### src/rtl/micro_sequencer_pkg.sv
// Shared definitions for the micro-sequencer: sequencing codes, control-word field
// positions, FSM state encodings, opcode names and the dispatch result type.
package useq_pkg;

    localparam int DEF_AW  = 5;
    localparam int DEF_CW  = 36;
    localparam int DEF_OPW = 4;

    localparam logic [DEF_AW-1:0] FETCH_ADR = 5'd0;
    localparam logic [DEF_AW-1:0] ERR_ADR   = 5'd31;

    localparam int SEQ_HI  = 35;
    localparam int SEQ_LO  = 34;
    localparam int NEXT_HI = 4;
    localparam int NEXT_LO = 0;

    localparam logic [1:0] SEQ_NEXT     = 2'b00;
    localparam logic [1:0] SEQ_DISPATCH = 2'b01;
    localparam logic [1:0] SEQ_BRNZ     = 2'b10;
    localparam logic [1:0] SEQ_HALT     = 2'b11;

    localparam logic [1:0] ST_IDLE = 2'd0;
    localparam logic [1:0] ST_RUN  = 2'd1;
    localparam logic [1:0] ST_HALT = 2'd2;

    localparam logic [DEF_OPW-1:0] OP_LOAD  = 4'h1;
    localparam logic [DEF_OPW-1:0] OP_STORE = 4'h2;
    localparam logic [DEF_OPW-1:0] OP_MUL   = 4'h3;
    localparam logic [DEF_OPW-1:0] OP_JMPNZ = 4'h4;
    localparam logic [DEF_OPW-1:0] OP_ADD   = 4'h5;
    localparam logic [DEF_OPW-1:0] OP_SUB   = 4'h6;

    typedef struct packed {
        logic              valid;
        logic [DEF_AW-1:0] adr;
    } disp_t;

endpackage

### src/rtl/micro_sequencer_if.sv
// Control-store / instruction-side bus of the micro-sequencer.
interface micro_sequencer_if
    import useq_pkg::*;
#(
    parameter int AW  = DEF_AW,
    parameter int CW  = DEF_CW,
    parameter int OPW = DEF_OPW
);
    logic           start;
    logic           stall;
    logic [CW-1:0]  ctrl_word;
    logic [OPW-1:0] opcode;
    logic           z_flag;
    logic [AW-1:0]  uaddr;
    logic           ctrl_valid;
    logic           halted;
    logic           illegal_op;

    modport master (
        input  start, stall, ctrl_word, opcode, z_flag,
        output uaddr, ctrl_valid, halted, illegal_op
    );

    modport slave (
        output start, stall, ctrl_word, opcode, z_flag,
        input  uaddr, ctrl_valid, halted, illegal_op
    );
endinterface

### src/rtl/micro_sequencer_dispatch.sv
// Opcode to micro-routine start address table; opcodes not listed are reported invalid.
module opcode_dispatch
    import useq_pkg::*;
#(
    parameter int OPW = DEF_OPW
) (
    input  logic [OPW-1:0] opcode,
    output disp_t          disp
);

    always_comb begin
        disp = '0;
        case (opcode)
            OP_LOAD:  disp = '{valid: 1'b1, adr: 5'd19};
            OP_STORE: disp = '{valid: 1'b1, adr: 5'd21};
            OP_MUL:   disp = '{valid: 1'b1, adr: 5'd18};
            OP_JMPNZ: disp = '{valid: 1'b1, adr: 5'd9};
            OP_ADD:   disp = '{valid: 1'b1, adr: 5'd12};
            OP_SUB:   disp = '{valid: 1'b1, adr: 5'd14};
            default:  disp = '0;
        endcase
    end

endmodule

### src/rtl/micro_sequencer.sv
// Micro-program counter and IDLE/RUN/HALT sequencing FSM driving the control-store ROM.
module micro_sequencer
    import useq_pkg::*;
#(
    parameter int AW  = DEF_AW,
    parameter int CW  = DEF_CW,
    parameter int OPW = DEF_OPW
) (
    input  logic              clk,
    input  logic              rstn,
    micro_sequencer_if.master bus
);

    logic [AW-1:0] uaddr_p1, uaddr_nxt;
    logic [1:0]    state_p1, state_nxt;
    logic          illegal_p1, illegal_nxt;
    logic [1:0]    seq;
    logic [AW-1:0] next_fld;
    disp_t         disp;
    logic          unused_fields;

    assign seq           = bus.ctrl_word[SEQ_HI:SEQ_LO];
    assign next_fld      = bus.ctrl_word[AW-1:0];
    assign unused_fields = ^bus.ctrl_word[CW-3:AW];

    opcode_dispatch #(.OPW(OPW)) u_dispatch (
        .opcode (bus.opcode),
        .disp   (disp)
    );

    always_comb begin
        uaddr_nxt   = uaddr_p1;
        state_nxt   = state_p1;
        illegal_nxt = illegal_p1;
        case (state_p1)
            ST_IDLE, ST_HALT: begin
                if (bus.start) begin
                    state_nxt = ST_RUN;
                    uaddr_nxt = AW'(FETCH_ADR);
                end
            end
            ST_RUN: begin
                // stall freezes everything regardless of the sequencing code
                if (!bus.stall) begin
                    case (seq)
                        SEQ_NEXT: uaddr_nxt = next_fld;
                        SEQ_DISPATCH: begin
                            if (disp.valid) begin
                                uaddr_nxt = AW'(disp.adr);
                            end else begin
                                uaddr_nxt   = AW'(ERR_ADR);
                                illegal_nxt = 1'b1;
                                state_nxt   = ST_HALT;
                            end
                        end
                        SEQ_BRNZ: uaddr_nxt = bus.z_flag ? uaddr_p1 + 1'b1 : next_fld;
                        default:  state_nxt = ST_HALT;
                    endcase
                end
            end
            default: state_nxt = ST_IDLE;
        endcase
    end

    // ---- stage p1: registered micro-address, state and sticky trap flag ----
    always_ff @(posedge clk or negedge rstn) begin
        if (!rstn) begin
            uaddr_p1   <= AW'(FETCH_ADR);
            state_p1   <= ST_IDLE;
            illegal_p1 <= 1'b0;
        end else begin
            uaddr_p1   <= uaddr_nxt;
            state_p1   <= state_nxt;
            illegal_p1 <= illegal_nxt;
        end
    end

    assign bus.uaddr      = uaddr_p1;
    assign bus.ctrl_valid = (state_p1 == ST_RUN) && !bus.stall;
    assign bus.halted     = (state_p1 == ST_HALT);
    assign bus.illegal_op = illegal_p1;

endmodule

### src/flat_wrapper.sv
// flat-port wrapper written by rule: the top's interface ports become plain ports
module micro_sequencer_flat import useq_pkg::*;
#(
    parameter int AW  = DEF_AW,
    parameter int CW  = DEF_CW,
    parameter int OPW = DEF_OPW
)
  (clk, rstn, bus_start, bus_stall, bus_ctrl_word, bus_opcode, bus_z_flag, bus_uaddr, bus_ctrl_valid, bus_halted, bus_illegal_op);
  micro_sequencer_if #(.AW(AW), .CW(CW), .OPW(OPW)) bus_i ();
  input  logic clk;
  input  logic rstn;
  input wire logic [$bits(bus_i.start)-1:0] bus_start;
  input wire logic [$bits(bus_i.stall)-1:0] bus_stall;
  input wire logic [$bits(bus_i.ctrl_word)-1:0] bus_ctrl_word;
  input wire logic [$bits(bus_i.opcode)-1:0] bus_opcode;
  input wire logic [$bits(bus_i.z_flag)-1:0] bus_z_flag;
  output wire logic [$bits(bus_i.uaddr)-1:0] bus_uaddr;
  output wire logic [$bits(bus_i.ctrl_valid)-1:0] bus_ctrl_valid;
  output wire logic [$bits(bus_i.halted)-1:0] bus_halted;
  output wire logic [$bits(bus_i.illegal_op)-1:0] bus_illegal_op;
  assign bus_i.start = bus_start;
  assign bus_i.stall = bus_stall;
  assign bus_i.ctrl_word = bus_ctrl_word;
  assign bus_i.opcode = bus_opcode;
  assign bus_i.z_flag = bus_z_flag;
  assign bus_uaddr = bus_i.uaddr;
  assign bus_ctrl_valid = bus_i.ctrl_valid;
  assign bus_halted = bus_i.halted;
  assign bus_illegal_op = bus_i.illegal_op;
  micro_sequencer #(.AW(AW), .CW(CW), .OPW(OPW)) u_core (.clk(clk), .rstn(rstn), .bus(bus_i));
endmodule
### config.mk
export PLATFORM = sky130hd
export DESIGN_NAME = micro_sequencer_flat
export DESIGN_NICKNAME = d
export VERILOG_FILES = /design/src/rtl/micro_sequencer_pkg.sv /design/src/rtl/micro_sequencer_if.sv /design/src/rtl/micro_sequencer_dispatch.sv /design/src/rtl/micro_sequencer.sv /design/src/flat_wrapper.sv
export SDC_FILE = /design/constraint.sdc
export NUM_CORES = 1
export LEC_CHECK = 0
export ABC_AREA = 1
export CELL_PAD_IN_SITES_DETAIL_PLACEMENT = 1
export CELL_PAD_IN_SITES_GLOBAL_PLACEMENT = 1
export CORE_ASPECT_RATIO = 1.25
export CORE_UTILIZATION = 23
export CTS_CLUSTER_DIAMETER = 80
export DETAILED_ROUTE_END_ITERATION = 6
export GPL_TIMING_DRIVEN = 0
export PLACE_DENSITY_LB_ADDON = 0.1
export RECOVER_POWER = 25
export SYNTH_ARGS = -nofsm -noshare
export SYNTH_HDL_FRONTEND = slang
export SYNTH_SLANG_ARGS = --single-unit
### constraint.sdc
create_clock -name clk -period 2.13 [get_ports clk]
set_input_delay 0.213 -clock clk [delete_from_list [all_inputs] [get_ports clk]]
set_output_delay 0.213 -clock clk [all_outputs]
set_load 0.05 [all_outputs]
* Yosys cells after proc, flatten, opt, wreduce, memory -nomap -nowiden *
Index checks and enable logic that the tools add are counted.

word-level totals
  register bits = 8
  bits in latches = 0
  bits in writable memories = 0
  memory bits (read-only) = 0
  input port bits = 45
  output and inout bits = 8
  logic and storage cells = 43
  memories kept = 0

cells by class
  $add $sub $neg = 1
  $mul = 0
  div/mod/pow operators = 0
  magnitude comparators = 0
  equal/unequal tests = 15
  shifts and indexed selects = 0
  multiplexer cells = 12
  bitwise operators = 2
  reduce and logical (&&, ||, !) cells = 10

operators by type and width
  operator             count
  $pmux 6 s6           1
  $mux 5               4
  $pmux 5 s3           1
  $eq 4x3->1 const B   3
  $reduce_and 4->1     3
  $pmux 5 s2           1
  $eq 4x2->1 const B   2
  $pmux 2 s2           2
  $mux 2               3
  $ne 2x2->1 const B   3
  $add 5x1->5 const B  1
  $eq 2x1->1 const B   2
  $eq 2x2->1 const B   2
  $eq 4x1->1 const B   1
  $logic_not 2->1      2
  $ne 4x4->1 const B   1
  $reduce_or 2->1      2
  $ne 3x3->1 const B   1
  $not 1->1            2
  $reduce_bool 2->1    1
  $logic_and 1x1->1    1
  $logic_not 1->1      1

* Depth between registers and ports, before layout *
Gate-level depths: netlist of run 1.

  depth in word-level cells = 6
  mapped depth = 10
  mapped depth without buffers = 10

* By module *
A second synthesis of run 1 with hierarchy kept.

unflattened totals
  cells, all modules = 130
  area total of the unflattened synthesis = 768.2 µm²

modules (own cells, without submodules)
  module           instances  cells an instance  area an instance (µm²)  sequential area each (µm²)
  micro_sequencer  1          106                668.1                   200.2
  opcode_dispatch  1          24                 100.1                   0.0

* Least setup slack after synthesis of run 1 *
Ideal clock, no wire load.

  kind = reg2reg
  start = register u_core.uaddr_p1[0] (netlist: u_core.bus.uaddr[0])
  end = register u_core.uaddr_p1[4] (netlist: u_core.bus.uaddr[4])
  library setup time = 0.118 ns
  arrival = 1.424 ns
  data required time = 2.012 ns
  setup slack = 0.588 ns
  stages on the path, launching flop included = 9
  path buffers = 0
  clock period less this slack = 1.542 ns
  cell sequence = dfrtp_1 -> ha_1 -> nand3_1 -> nand2_1 -> nand2_1 -> o21ai_0 -> nand2_1 -> nand2_1 -> nand2_1

between the ends
  cells in the longest elaborated chain, start to end = 5

ends and longest elaborated chain
  what                      RTL line               RTL
  start: declaration        micro_sequencer.sv:14  logic [AW-1:0] uaddr_p1, uaddr_nxt;
  start signal: assignment  micro_sequencer.sv:68  uaddr_p1 <= AW'(FETCH_ADR);
  start signal: assignment  micro_sequencer.sv:72  uaddr_p1 <= uaddr_nxt;
  $add 5x1->5               micro_sequencer.sv:56  SEQ_BRNZ: uaddr_nxt = bus.z_flag ? uaddr_p1 + 1'b1 : next_fld;
  $mux 5                    micro_sequencer.sv:56
  $pmux 5 s3                micro_sequencer.sv:45  case (seq)
  $mux 5                    micro_sequencer.sv:44  if (!bus.stall) begin
  $pmux 5 s2                micro_sequencer.sv:35  case (state_p1)

No other way between the ends. The select of a mux whose other input is x is not followed.
A chain may end at the register's enable or synchronous reset.

* Worst setup path after layout of run 1 *
  start = register u_core.state_p1[0]
  end = output port bus_ctrl_valid

between the ends
  cells in the longest elaborated chain, start to end = 2

ends and longest elaborated chain
  what                      RTL line               RTL
  start: declaration        micro_sequencer.sv:15  logic [1:0] state_p1, state_nxt;
  start signal: assignment  micro_sequencer.sv:73  state_p1 <= state_nxt;
  $eq 2x1->1                micro_sequencer.sv:79  assign bus.ctrl_valid = (state_p1 == ST_RUN) && !bus.stall;
  $logic_and 1x1->1         micro_sequencer.sv:79
  end: declaration          flat_wrapper.sv:18     output wire logic [$bits(bus_i.ctrl_valid)-1:0] bus_ctrl_valid;

No other way between the ends.

==> impl_metrics.env, run 1 <==
export IMPL_layout_min_cycle_time_ns=1.97
export IMPL_min_period_over_period_pct=92.5
export IMPL_clk_pin_slew_ns=0.05
export IMPL_crit_start="u_core.state_p1[0]"
export IMPL_power_per_cell_area_nw_per_um2=1000
export IMPL_grt_util_all_layers_pct=13.9
export IMPL_multi_input_area_um2=489
export IMPL_ys_types=19
export IMPL_startpoint_type="flop"
export IMPL_critical_path_class="flop to output pin"
export IMPL_rsz0062_at_grt="no"
export IMPL_tightest_slew_ns=0.495
export IMPL_leakage_uw=0.000518
export IMPL_synth_area_leaders="dfrtp_1 27%, nand2_1 23%, nor2_1 12%"
export IMPL_syn_area_per_cell_um2=5.88
export IMPL_post_place_ws_ns=0.335
export IMPL_cts_tree="done"
export IMPL_hp_class="input pin to async pin"
export IMPL_postCtsSetupBuffers=0
export IMPL_dp_cells=185
export IMPL_final_setup_viol_count=0
export IMPL_die_h_um=65.7
export IMPL_drive_above_1_share_pct=10.5
export IMPL_cts_buffer_depth=2
export IMPL_netlist_area_um2=747
export IMPL_grt_pass1_wl_mm=3.59
export IMPL_clkPwrFrac_pct=11.0
export IMPL_skew_ns=0.00516
export IMPL_diodes=0
export IMPL_gp_congestion=0.723
export IMPL_nNetsFinal=203
export IMPL_ys_seq_area_share_pct=26.8
export IMPL_required_ns=1.92
export IMPL_maxCapViolations=0
export IMPL_num_io_pins=53
export IMPL_run_status="finished clean"
export IMPL_clock_sinks=8
export IMPL_core_um2=3000
export IMPL_syn_nets=176
export IMPL_max_freq_mhz=508
export IMPL_ant_nets=0
export IMPL_initial_core_util_pct=24.9
export IMPL_num_vias=862
export IMPL_final_cells=188
export IMPL_tns_ns=0
export IMPL_wl_per_cell_um=11.4
export IMPL_arrival_ns=1.76
export IMPL_drc_errors=0
export IMPL_first_pass_iters=2
export IMPL_dp_hpwl_mm=1.86
export IMPL_synth_edff_count=0
export IMPL_layout_cells_most_common_list="46 x nand2_1, 23 x nor2_1, 21 x clkdlybuf4s50_1, 10 x nand3_1, 9 x inv_1"
export IMPL_syn_inst=127
export IMPL_setup_slack_ns=0.160
export IMPL_swShare_pct=51.5
export IMPL_final_common_cell="nand2_1"
export IMPL_power_total_uw=1030
export IMPL_r2r_start="u_core.bus.uaddr[0]"
export IMPL_overflow=0
export IMPL_grt_pass1_vias=858
export IMPL_cts_root_buf="clkbuf_4"
export IMPL_ir_worst_vdd_mv=0.643
export IMPL_synth_seq_cells=8
export IMPL_antenna_found_initial=0
export IMPL_combPwrFrac_pct=62.4
export IMPL_rows=22
export IMPL_reg2reg_depth=9
export IMPL_relSlewSlack_pct=66.9
export IMPL_synth_warnings=0
export IMPL_synth_flop_cell="dfrtp_1"
export IMPL_cp_max_fo=6
export IMPL_htreeDepth=1
export IMPL_slew_viol_final=0
export IMPL_drtIter0Drc=5
export IMPL_worstSkewPairLatency_ns=0.25
export IMPL_power_switching_uw=533
export IMPL_synth_top_area_share_pct=26.8
export IMPL_regArea_um2=200
export IMPL_grt_max_degree=11
export IMPL_finalHoldViolCount=0
export IMPL_routed_wl_mm=2.15
export IMPL_synthArstFlopShare_pct=100
export IMPL_rrSetupSlack_ns=0.82
export IMPL_internal_power_uw=502
export IMPL_hold_buffers=0
export IMPL_cts_buffers=3
export IMPL_end_kind="output pin"
export IMPL_power_frac_seq_pct=26.6
export IMPL_reg2reg_to="u_core.bus.uaddr[2]"
export IMPL_die_area_um2=3480
export IMPL_cts_resized=0
export IMPL_fill_cells=394
export IMPL_viasPerCell=4.59
export IMPL_area_growth_synth_to_final_pct=38.5
export IMPL_synth_largest_area_cell="dfrtp_1"
export IMPL_io_buffer_count=22
export IMPL_die_width_um=53.0
synth_stat cells, drive strengths merged, types with 2 or more instances:
cell	n
dfrtp	8
inv	14
nor2	25
nand2	48
or2	2
nand3	12
a21oi	5
o21ai	5
ha	4
layer usage:
metal	track usage (%)	share of wire, %
met3	3.70	2.4
met4	1.97	0
met1	15.3	43
met5	0	0
met2	26.3	55
worst max path at each step:
stage / to / slack [ns]
after floorplan: u_core.bus.uaddr[4] / 0.59
after global placement: bus_ctrl_valid / 0.33
after detailed placement: bus_ctrl_valid / 0.33
after CTS: bus_ctrl_valid / 0.14
after global routing: bus_ctrl_valid / 0.02
final: bus_ctrl_valid / 0.16
metrics by stage:
stage                     hold WS, ns  utilization, %  instance area [um^2]
after floorplan               -0.0826               -                   747
after global placement          0.462            33.7                  1010
after detailed placement        0.467            33.7                  1010
after CTS                       0.239            34.5                  1030
after global routing            0.329            34.5                  1030
final                           0.300            34.5                  1030
critical path, stage by stage (launching register included):
cell,delay (ns)
dfrtp_1,0.46
nand2_2,0.14
nor2_1,0.11
clkdlybuf4s50_1,0.80
logic make-up after synthesis:
family	count (synthesis)	synth area share, %
AOI/OAI and AO/OA	12	8.54
buffers and inverters	15	7.70
xor gates and xnor gates	1	1.17
DFF	8	26.8
adders and majority gates	4	6.70
and+or+nand+nor	87	49.1
power groups by stage:
stage | clock (uW) | sequential (uW) | combinational [uW]
global route | 131 | 291 | 713
global placement | 0 | 278 | 652
CTS | 119 | 278 | 659
floorplan | 0 | 394 | 325
detailed placement | 0 | 280 | 656
finish | 114 | 275 | 645
final cells by class:
type | count | share of cell area [%]
flip-flops and latches | 8 | 19.3
inverters | 14 | 5.08
multi-input cells | 104 | 47.3
repair buffers | 22 | 21.3
well taps | 36 | 4.35
clock buffers | 3 | 2.18
plain buffers | 1 | 0.484
state kept, by name, indices dropped and copies added (netlist names):
register,cells
u_core.bus.uaddr,5
u_core.state_p1,2
u_core.bus.illegal_op,1
Note: power is estimated with default switching activity, not from simulation.
==> run 2, diff against run 1 <==
--- a/config.mk
+++ b/config.mk
@@ -15,6 +15,7 @@
 export GPL_TIMING_DRIVEN = 0
 export PLACE_DENSITY_LB_ADDON = 0.1
 export RECOVER_POWER = 25
+export SLEW_MARGIN = 25
 export SYNTH_ARGS = -nofsm -noshare
 export SYNTH_HDL_FRONTEND = slang
 export SYNTH_SLANG_ARGS = --single-unit
==> results of run 2 <==
No change in the layout: final DEF, timing and power equal those of run 1.
